File: config.mk
export PLATFORM = sky130hd
export DESIGN_NAME = rle_set_decoder
export DESIGN_NICKNAME = d
export VERILOG_FILES = /design/src/rtl/rle_set_decoder.sv
export SDC_FILE = /design/constraint.sdc
export NUM_CORES = 1
export LEC_CHECK = 0
export BUFFER_PORTS_ARGS = -buffer_cell sky130_fd_sc_hd__buf_2
export CORE_ASPECT_RATIO = 1.5
export CORE_MARGIN = 2
export CORE_UTILIZATION = 59
export CTS_CLUSTER_DIAMETER = 60
export DETAILED_ROUTE_END_ITERATION = 10
export GPL_TIMING_DRIVEN = 0
export PLACE_DENSITY = 0.83
export SLEW_MARGIN = 20
export SYNTH_ARGS = -nofsm -noshare
export SYNTH_HDL_FRONTEND = slang
export SYNTH_SLANG_ARGS = --single-unit
File: constraint.sdc
create_clock -name clk -period 5.4 [get_ports clk]
set_clock_uncertainty 0.2 [all_clocks]
set_input_delay 1.08 -clock clk [delete_from_list [all_inputs] [get_ports clk]]
set_output_delay 1.08 -clock clk [all_outputs]
set_load 0.02 [all_outputs]
File: src/rtl/rle_set_decoder.sv
// Per-channel run-length decoder: expands {count, value} codes into a raster pixel stream
// with row-end (NR) and frame-done flags. Define RLE_DEC_ERR_EN to truncate runs at row ends and flag err.
module rle_set_decoder #(
  parameter int WIDTH  = 256,
  parameter int HEIGHT = 256,
  parameter int CNT_W  = 8,
  parameter int VAL_W  = 8
) (
  input  logic                   clk,
  input  logic                   rst,
  input  logic [CNT_W+VAL_W-1:0] code,
  input  logic                   code_valid,
  output logic                   code_ready,
  output logic [VAL_W-1:0]       pix,
  output logic                   pix_valid,
  input  logic                   pix_ready,
  output logic                   NR,
  output logic                   done,
  output logic                   err
);

  localparam int COL_W = (WIDTH  > 1) ? $clog2(WIDTH)  : 1;
  localparam int ROW_W = (HEIGHT > 1) ? $clog2(HEIGHT) : 1;

  typedef enum logic [1:0] {IDLE, EXPAND, DONE} state_t;

  state_t             state, state_n;
  logic [CNT_W-1:0]   run_left, run_left_n;
  logic [COL_W-1:0]   col, col_n;
  logic [ROW_W-1:0]   row, row_n;
  logic [VAL_W-1:0]   pix_n;
  logic [CNT_W-1:0]   code_cnt;
  logic [VAL_W-1:0]   code_val;
  logic               last_col, last_row, xfer, accept;

  assign code_cnt   = code[CNT_W+VAL_W-1:VAL_W];
  assign code_val   = code[VAL_W-1:0];
  assign last_col   = (col == COL_W'(WIDTH - 1));
  assign last_row   = (row == ROW_W'(HEIGHT - 1));
  assign pix_valid  = (state == EXPAND);
  assign done       = (state == DONE);
  assign NR         = pix_valid & last_col;
  assign xfer       = pix_valid & pix_ready;
  assign code_ready = !done & ((run_left == '0) | (xfer & (run_left == CNT_W'(1))));
  assign accept     = code_valid & code_ready;

`ifdef RLE_DEC_ERR_EN
  logic err_q, err_n;
  assign err = err_q;
`else
  assign err = 1'b0;
`endif

  always_comb begin
    state_n    = state;
    run_left_n = run_left;
    col_n      = col;
    row_n      = row;
    pix_n      = pix;
`ifdef RLE_DEC_ERR_EN
    err_n      = err_q;
`endif
    if (xfer) begin
      run_left_n = run_left - CNT_W'(1);
      if (last_col) begin
        col_n = '0;
`ifdef RLE_DEC_ERR_EN
        if (run_left > CNT_W'(1)) begin
          run_left_n = '0;
          err_n      = 1'b1;
        end
`endif
        if (last_row) begin
          state_n    = DONE;
          run_left_n = '0;
        end else begin
          row_n = row + ROW_W'(1);
        end
      end else begin
        col_n = col + COL_W'(1);
      end
      if (state_n != DONE && run_left_n == '0)
        state_n = IDLE;
    end
    // A code accepted on the final pixel of the frame is swallowed: frame end wins.
    if (accept && state_n != DONE && code_cnt != '0) begin
      run_left_n = code_cnt;
      pix_n      = code_val;
      state_n    = EXPAND;
    end
  end

  always_ff @(posedge clk or negedge rst) begin
    if (!rst) begin
      state    <= IDLE;
      run_left <= '0;
      col      <= '0;
      row      <= '0;
      pix      <= '0;
`ifdef RLE_DEC_ERR_EN
      err_q    <= 1'b0;
`endif
    end else begin
      state    <= state_n;
      run_left <= run_left_n;
      col      <= col_n;
      row      <= row_n;
      pix      <= pix_n;
`ifdef RLE_DEC_ERR_EN
      err_q    <= err_n;
`endif
    end
  end

endmodule

# Word-level counts from Yosys, hierarchy flattened
# Cells that the tools add are included.
dict set report op_classes {
  add_sub_neg 3
  n_eq_ne 7
  mux 12
  bitwise 7
  n_reduce_logical 9
}
# cell count
set op_table {}
lappend op_table {{$mux 8} 6}
lappend op_table {{$add 8x1->8 const B} 2}
lappend op_table {{$eq 8x8->1 const B} 2}
lappend op_table {{$logic_not 8->1} 2}
lappend op_table {{$mux 2} 6}
lappend op_table {{$eq 8x1->1 const B} 1}
lappend op_table {{$reduce_bool 8->1} 1}
lappend op_table {{$sub 8x1->8 const B} 1}
lappend op_table {{$and 1x1->1} 5}
lappend op_table {{$ne 2x2->1 const B} 2}
lappend op_table {{$logic_and 1x1->1} 3}
lappend op_table {{$reduce_and 3->1} 1}
lappend op_table {{$eq 2x1->1 const B} 1}
lappend op_table {{$eq 2x2->1 const B} 1}
lappend op_table {{$reduce_bool 2->1} 1}
lappend op_table {{$logic_not 1->1} 1}
lappend op_table {{$not 1->1} 1}
lappend op_table {{$or 1x1->1} 1}
dict set report word_totals {
  ff_bits 34
  output_inout_bits 13
  word_cells 43
}

# Depth between registers and ports, before layout
# Gate-level depths: netlist of the first run.
dict set report logic_depth {
  word_depth 12
  mapped_depth 8
  mapped_depth_nobuf 7
}

# Worst setup path after synthesis of the first run
# OpenSTA, ideal clock, no wires.
dict set report synth_path {
  kind {input port to output port}
  start {input port pix_ready}
  end {output port code_ready}
  arrival_ns 1.532
  t_required_ns 4.120
  path_slack_ns 2.588
  cell_stages 2
  path_buffers 0
  cell_sequence {and4b_1 > o2111a_2}
}
dict set report synth_between {
  elab_chain_cells 4
}
# element line_no
set synth_lines {}
lappend synth_lines {{start: declaration} 16} ;# input logic pix_ready,
lappend synth_lines {{$and 1x1->1} 43} ;# assign xfer = pix_valid & pix_ready;
lappend synth_lines {{$and 1x1->1} 44} ;# assign code_ready = !done & ((run_left == '0) | (xfer & (run_left == CNT_W'(1))));
lappend synth_lines {{$or 1x1->1} 44}
lappend synth_lines {{$and 1x1->1} 44}
lappend synth_lines {{end: declaration} 13} ;# output logic code_ready,
# No other way between the ends.

# Final worst setup path of the first run
# Ends and elaborated chain as after synthesis.

==> metrics.yaml, run 1 <==
synth:
  ys_seq_elements: 34
  synth_area_leader_cell: "dfrtp_1"
  yosys.area_share.simple_pct: 23.7
  async_flop_share_pct: 100
  synth_ff_type: "dfrtp_1"
  synthAdderAreaFrac_pct: 2.65
  synth_cell_types: 44
  yosysSeqAreaShare_pct: 45.0
  synth_area_mm2: 0.00189
  yosysTopAreaCellShare_pct: 45.0
  synthCells: 183
  synth_commonest_cells: "34 x dfrtp_1, 23 x nand2_1, 17 x nor2_1"
  synth_xor_area_share_pct: 8.80
  synth-edff-count: 0
  synth_warnings: 0
  synth.most_common_cell: "dfrtp_1"
  synth_top_family_by_area: "simple AND/OR/NAND/NOR gates"
  synth_compound_area_share_pct: 5.62
  synthMuxAreaShare_pct: 10.1
  syn_area_per_cell_um2: 10.3
  synth.area.top_cells: "dfrtp_1 45%, xnor2_1 6.5%, mux2_4 6.3%, nand2_1 4.6%, mux2i_1 3.7%"
  syn-num-nets: 207
power_and_ir_drop:
  switching_share_pct: 20.6
  cellLeakagePower_uw: 0.00109
  p_switching_uw: 92.9
  p_int_uw: 359
  p_comb_share_pct: 3.2
  clockPowerShare_pct: 40.4
  pwr-share-seq_pct: 56.4
  ir_drop_mv: 0.201
  p_per_area_mw_per_mm2: 207
finish:
  drive_gt1_share_pct: 26.4
  diodes: 0
  fin_nets: 245
  fin_cells: 260
  syn2layout_area_growth_pct: 15.2
sta:
  slew_headroom_pct: 50.5
  layout_min_cycle_time_ns: 3.09
  grt_setup_unrepaired: "false"
  hold_viol: 0
  period_share_pct: 57.2
  fmax_mhz: 323
  slew_viol_final: 0
  fin_tns_setup_ns: 0
  worst_slew_pin_slew_ns: 0.743
  setup_viol: 0
cts:
  cts-hold-fix-buffers: 0
  cts_made_buffers: 5
  clk-insertion-delay-late_ns: 0.28
  cts_setup_buffers: 0
  cts_resized: 0
  cts.reportedPaths.clkPinSlew_ns: 0.06
  cts_tree: "yes"
  cts.path.max_buffers: 2
  root_buffer: "clkbuf_8"
  clock-sinks: 34
  htree_num_levels: 2
setup_path:
  r2r_setup_slack_ns: 3.09
  crit_type: "input pin to output pin"
  rr_worst_depth: 8
  path_max_fanout: 4
  worstSetupStartpointType: "input pin"
  worstPathArrival_ns: 1.81
  r2r-start: "col[0]"
  crit_required_ns: 4.12
  timing.rr.end: "pix[0]"
  end_kind: "output pin"
die:
  ios: 33
  core_mm2: 0.00310
  fp.dieW_um: 50.2
  die_h_um: 73.4
  dieArea_mm2: 0.00368
  fp-row-count: 25
  initial_core_util_pct: 61.1
hold_path:
  holdCritStartpoint: "row[6]"
  hp-class: "flop to flop"
  holdPathEnd: "row[6]"
  hold-path-cell-count: 1
grt:
  grt-ovfl-total: 0
  track_usage_pct: 23.9
  grt_max_degree: 35
  antenna_found_initial: 0
  grt_pass1_wl_um: 6570
  grt_pass1_vias: 1464
routing:
  post-route-drc-count: 0
  drt_pre_antenna_iters: 4
  ant_nets: 0
  drtIter0Drc: 59
  vias: 1475
  via_per_inst: 5.67
  wl_per_cell_um: 15.0
  wl_um: 3910
placement:
  io_buffers: 31
  globalplace.congestion: 0.895
  dp_hpwl_um: 2930
  dp_cells: 254
run:
  max_cap_violations: 0
status:
  status: "finished clean"
==> worst max-delay path: stages <==
cell and delay [ns]:
buf_2 0.13, and4b_1 0.19, o2111a_2 0.25, buf_2 0.16
==> worst max-delay path by stage <==
stage | endpoint | start | slack, ns | cells past startpoint
global route | code_ready | pix_ready | 2.29 | 4
CTS | code_ready | pix_ready | 2.31 | 4
detailed placement | code_ready | pix_ready | 2.31 | 4
floorplan | code_ready | pix_ready | 2.59 | 2
finish | code_ready | pix_ready | 2.31 | 4
global placement | code_ready | pix_ready | 2.32 | 4
==> metrics by stage <==
stage	hold WS (ns)	cell area, um^2	power [uW]	worst slack [ns]	util (%)
CTS	0.278	2180	456	2.31	70.4
global route	0.294	2180	468	2.29	70.4
global placement	0.259	2100	274	2.32	67.7
finish	0.278	2180	452	2.31	70.4
detailed placement	0.270	2100	274	2.31	67.7
floorplan	0.242	1890	261	2.59	-
==> layout make-up <==
class	count	area, um^2
fillers	241	917
inverters	3	11.3
clock buffers	6	82.6
flip-flops and latches	34	851
multi-input cells	136	965
repair buffers	31	155
plain buffers	10	65.1
well taps	40	50.0
==> placed cells by master, fill, tap and decap left out, drive strengths merged, types with 2 or more instances in the layout <==
cell / netlist / routed
buf: 7 / 38
o22ai: 2 / 2
clkbuf: 3 / 9
a21oi: 2 / 2
and3b: 2 / 2
nand3: 7 / 7
o21ai: 3 / 3
mux2: 8 / 8
nor2b: 2 / 2
dfrtp: 34 / 34
inv: 3 / 3
and3: 4 / 4
nor2: 17 / 17
nand4: 7 / 7
xnor2: 14 / 14
nand2: 23 / 23
nor3: 6 / 6
ha: 4 / 4
nand3b: 2 / 2
xor2: 5 / 5
nor4: 4 / 4
nand2b: 3 / 3
mux2i: 7 / 7
==> sequential cells by signal, indices dropped and copies added (netlist names) <==
name,count
col,8
pix,8
row,8
run_left,8
state,2
==> power groups by stage <==
| stage | Sequential [uW] | Combinational [uW] | Clock, uW |
|---|---|---|---|
| 5_1_grt | 255 | 16.5 | 197 |
| 2_1_floorplan | 260 | 1.74 | 0 |
| 4_1_cts | 255 | 14.8 | 187 |
| 6_report | 255 | 14.4 | 182 |
| 3_3_place_gp | 259 | 14.1 | 0 |
| 3_5_place_dp | 259 | 14.8 | 0 |
==> kinds of logic (layout without fill, tap and decap cells) <==
logic type | after synthesis | count (layout)
compound gates | 15 | 15
xor+xnor | 19 | 19
fa+ha+maj | 4 | 4
buf+inv | 13 | 50
flops | 34 | 34
mux | 15 | 15
other cells | 1 | 1
simple gates | 82 | 82
==> layer usage <==
layer  wire [um]  global-route usage [%]
met1        1570                    27.9
met2        2100                    40.8
met4          89                    11.7
met3         148                    5.49
met5           0                       0
Note: power is estimated with default switching activity, not from simulation.
==> run 2, diff against run 1 <==
Settings changed: CORE_UTILIZATION 59 to 50, PLACE_DENSITY 0.83 to 0.75.
Clock period 5.4 ns to 2.5 ns, I/O delays scaled along.
==> metrics.yaml, run 2 (synthesized netlist as in run 1, its figures left out) <==
finish:
  diodes: 0
  nFillCells: 339
  drive_gt1_share_pct: 26.6
  syn2layout_area_growth_pct: 15.9
  mostFrequentLayoutCells: "34 x buf_2, 34 x dfrtp_1, 23 x nand2_1"
  final_area_mm2: 0.00219
  fin_nets: 245
  fin_cells: 265
sta:
  fmax_mhz: 438
  slew_viol_final: 0
  layout_min_cycle_time_ns: 2.29
  timing.final.ws_setup_ns: 0.215
  setup_viol: 0
  grt_setup_unrepaired: "false"
  period_share_pct: 91.4
  fin_tns_setup_ns: 0
  slew_headroom_pct: 50.0
  worst_slew_pin_slew_ns: 0.749
  hold_viol: 0
grt:
  grt_pass1_vias: 1454
  grt_pass1_wl_um: 6660
  antenna_found_initial: 0
  grt_max_degree: 35
  track_usage_pct: 21.6
  grt-ovfl-total: 0
setup_path:
  crit_required_ns: 1.80
  worstPathArrival_ns: 1.59
  worstSetupStartpointType: "flop"
  crit_type: "flop to output pin"
  path_max_fanout: 7
  end_kind: "output pin"
routing:
  post-route-drc-count: 0
  vias: 1437
  wl_per_cell_um: 14.4
  ant_nets: 0
  via_per_inst: 5.42
  wl_um: 3820
  drt_pre_antenna_iters: 4
  drtIter0Drc: 44
power_and_ir_drop:
  ir_drop_mv: 0.479
  p_per_area_mw_per_mm2: 456
  p_total_uw: 1000
  cellLeakagePower_uw: 0.00110
placement:
  io_buffers: 31
  dp_slack_ns: 0.186
  place_area_mm2: 0.00210
  dp_hpwl_um: 2870
  dp_cells: 257
  globalplace.congestion: 0.811
die:
  initial_core_util_pct: 51.9
  fp-row-count: 27
  core_mm2: 0.00365
  die_h_um: 79.3
  fp.dieW_um: 54.2
  ios: 33
  dieArea_mm2: 0.00430
cts:
  cts_resized: 0
  clock-sinks: 34
  cts_tree: "yes"
  cts.reportedPaths.clkPinSlew_ns: 0.07
  root_buffer: "clkbuf_8"
  cts_made_buffers: 5
  cts.path.max_buffers: 2
  cts_setup_buffers: 0
  clk-insertion-delay-late_ns: 0.29
  htree_num_levels: 2
  cts-hold-fix-buffers: 0
run:
  max_cap_violations: 0
hold_path:
  hp-class: "input pin to asynchronous set/reset pin"
status:
  status: "finished clean"
run 2: cell types whose count changed in the layout (fill, tap and decap cells not counted), sizes merged:
cell    before  now
clkbuf       9   10
clkinv       0    1
run 2: final timing paths:
path                            slack [ns]         end  cells past startpoint         from
worst max-delay path                  0.21  code_ready                      4  run_left[0]
min in group clk                      0.24      pix[6]                      2      code[6]
worst min-delay path                  0.07      pix[6]                      1          rst
worst max register to register        0.23      pix[3]                      8       row[0]
max in group asynchronous             1.55      col[6]                      1          rst
worst min register to register        0.28      row[6]                      1       row[6]
run 2: layer usage:
metal	track usage [%]	vias up	share of wire, %
li1	-	717	-
met1	24.9	685	41
met2	36.1	28	53
met3	5.83	7	3.1
met4	9.00	0	2.6
met5	0	-	0
run 2: layout make-up:
class	count	area (um^2)	area share, %
sequential	34	851	38.8
timing repair buffer	31	155	7.08
clock inverter	1	5.00	0.228
clock buffer	7	86.3	3.94
tap	43	53.8	2.45
multi-input combinational	136	965	44.0
inverter	3	11.3	0.514
buffer	10	65.1	2.97
run 2: critical path, cell delays in order, from the launching register on:
cell	delay, ns
dfrtp_1	0.42
inv_1	0.10
ha_1	0.30
o2111a_2	0.31
buf_2	0.16
run 2: through the flow:
step                      utilization, %  hold WS (ns)
after floorplan                        -       0.00441
after global placement              57.6         0.267
after detailed placement            57.6         0.265
after CTS                           60.1        0.0973
after global routing                60.1         0.125
final                               60.1        0.0687
run 2: where the power goes:
| group | total (uW) | internal, uW | switching (uW) |
|---|---|---|---|
| clock | 419 | 222 | 197 |
| combinational | 30.9 | 12.4 | 18.5 |
| sequential | 550 | 550 | 0 |
| total | 1000 | 784 | 215 |
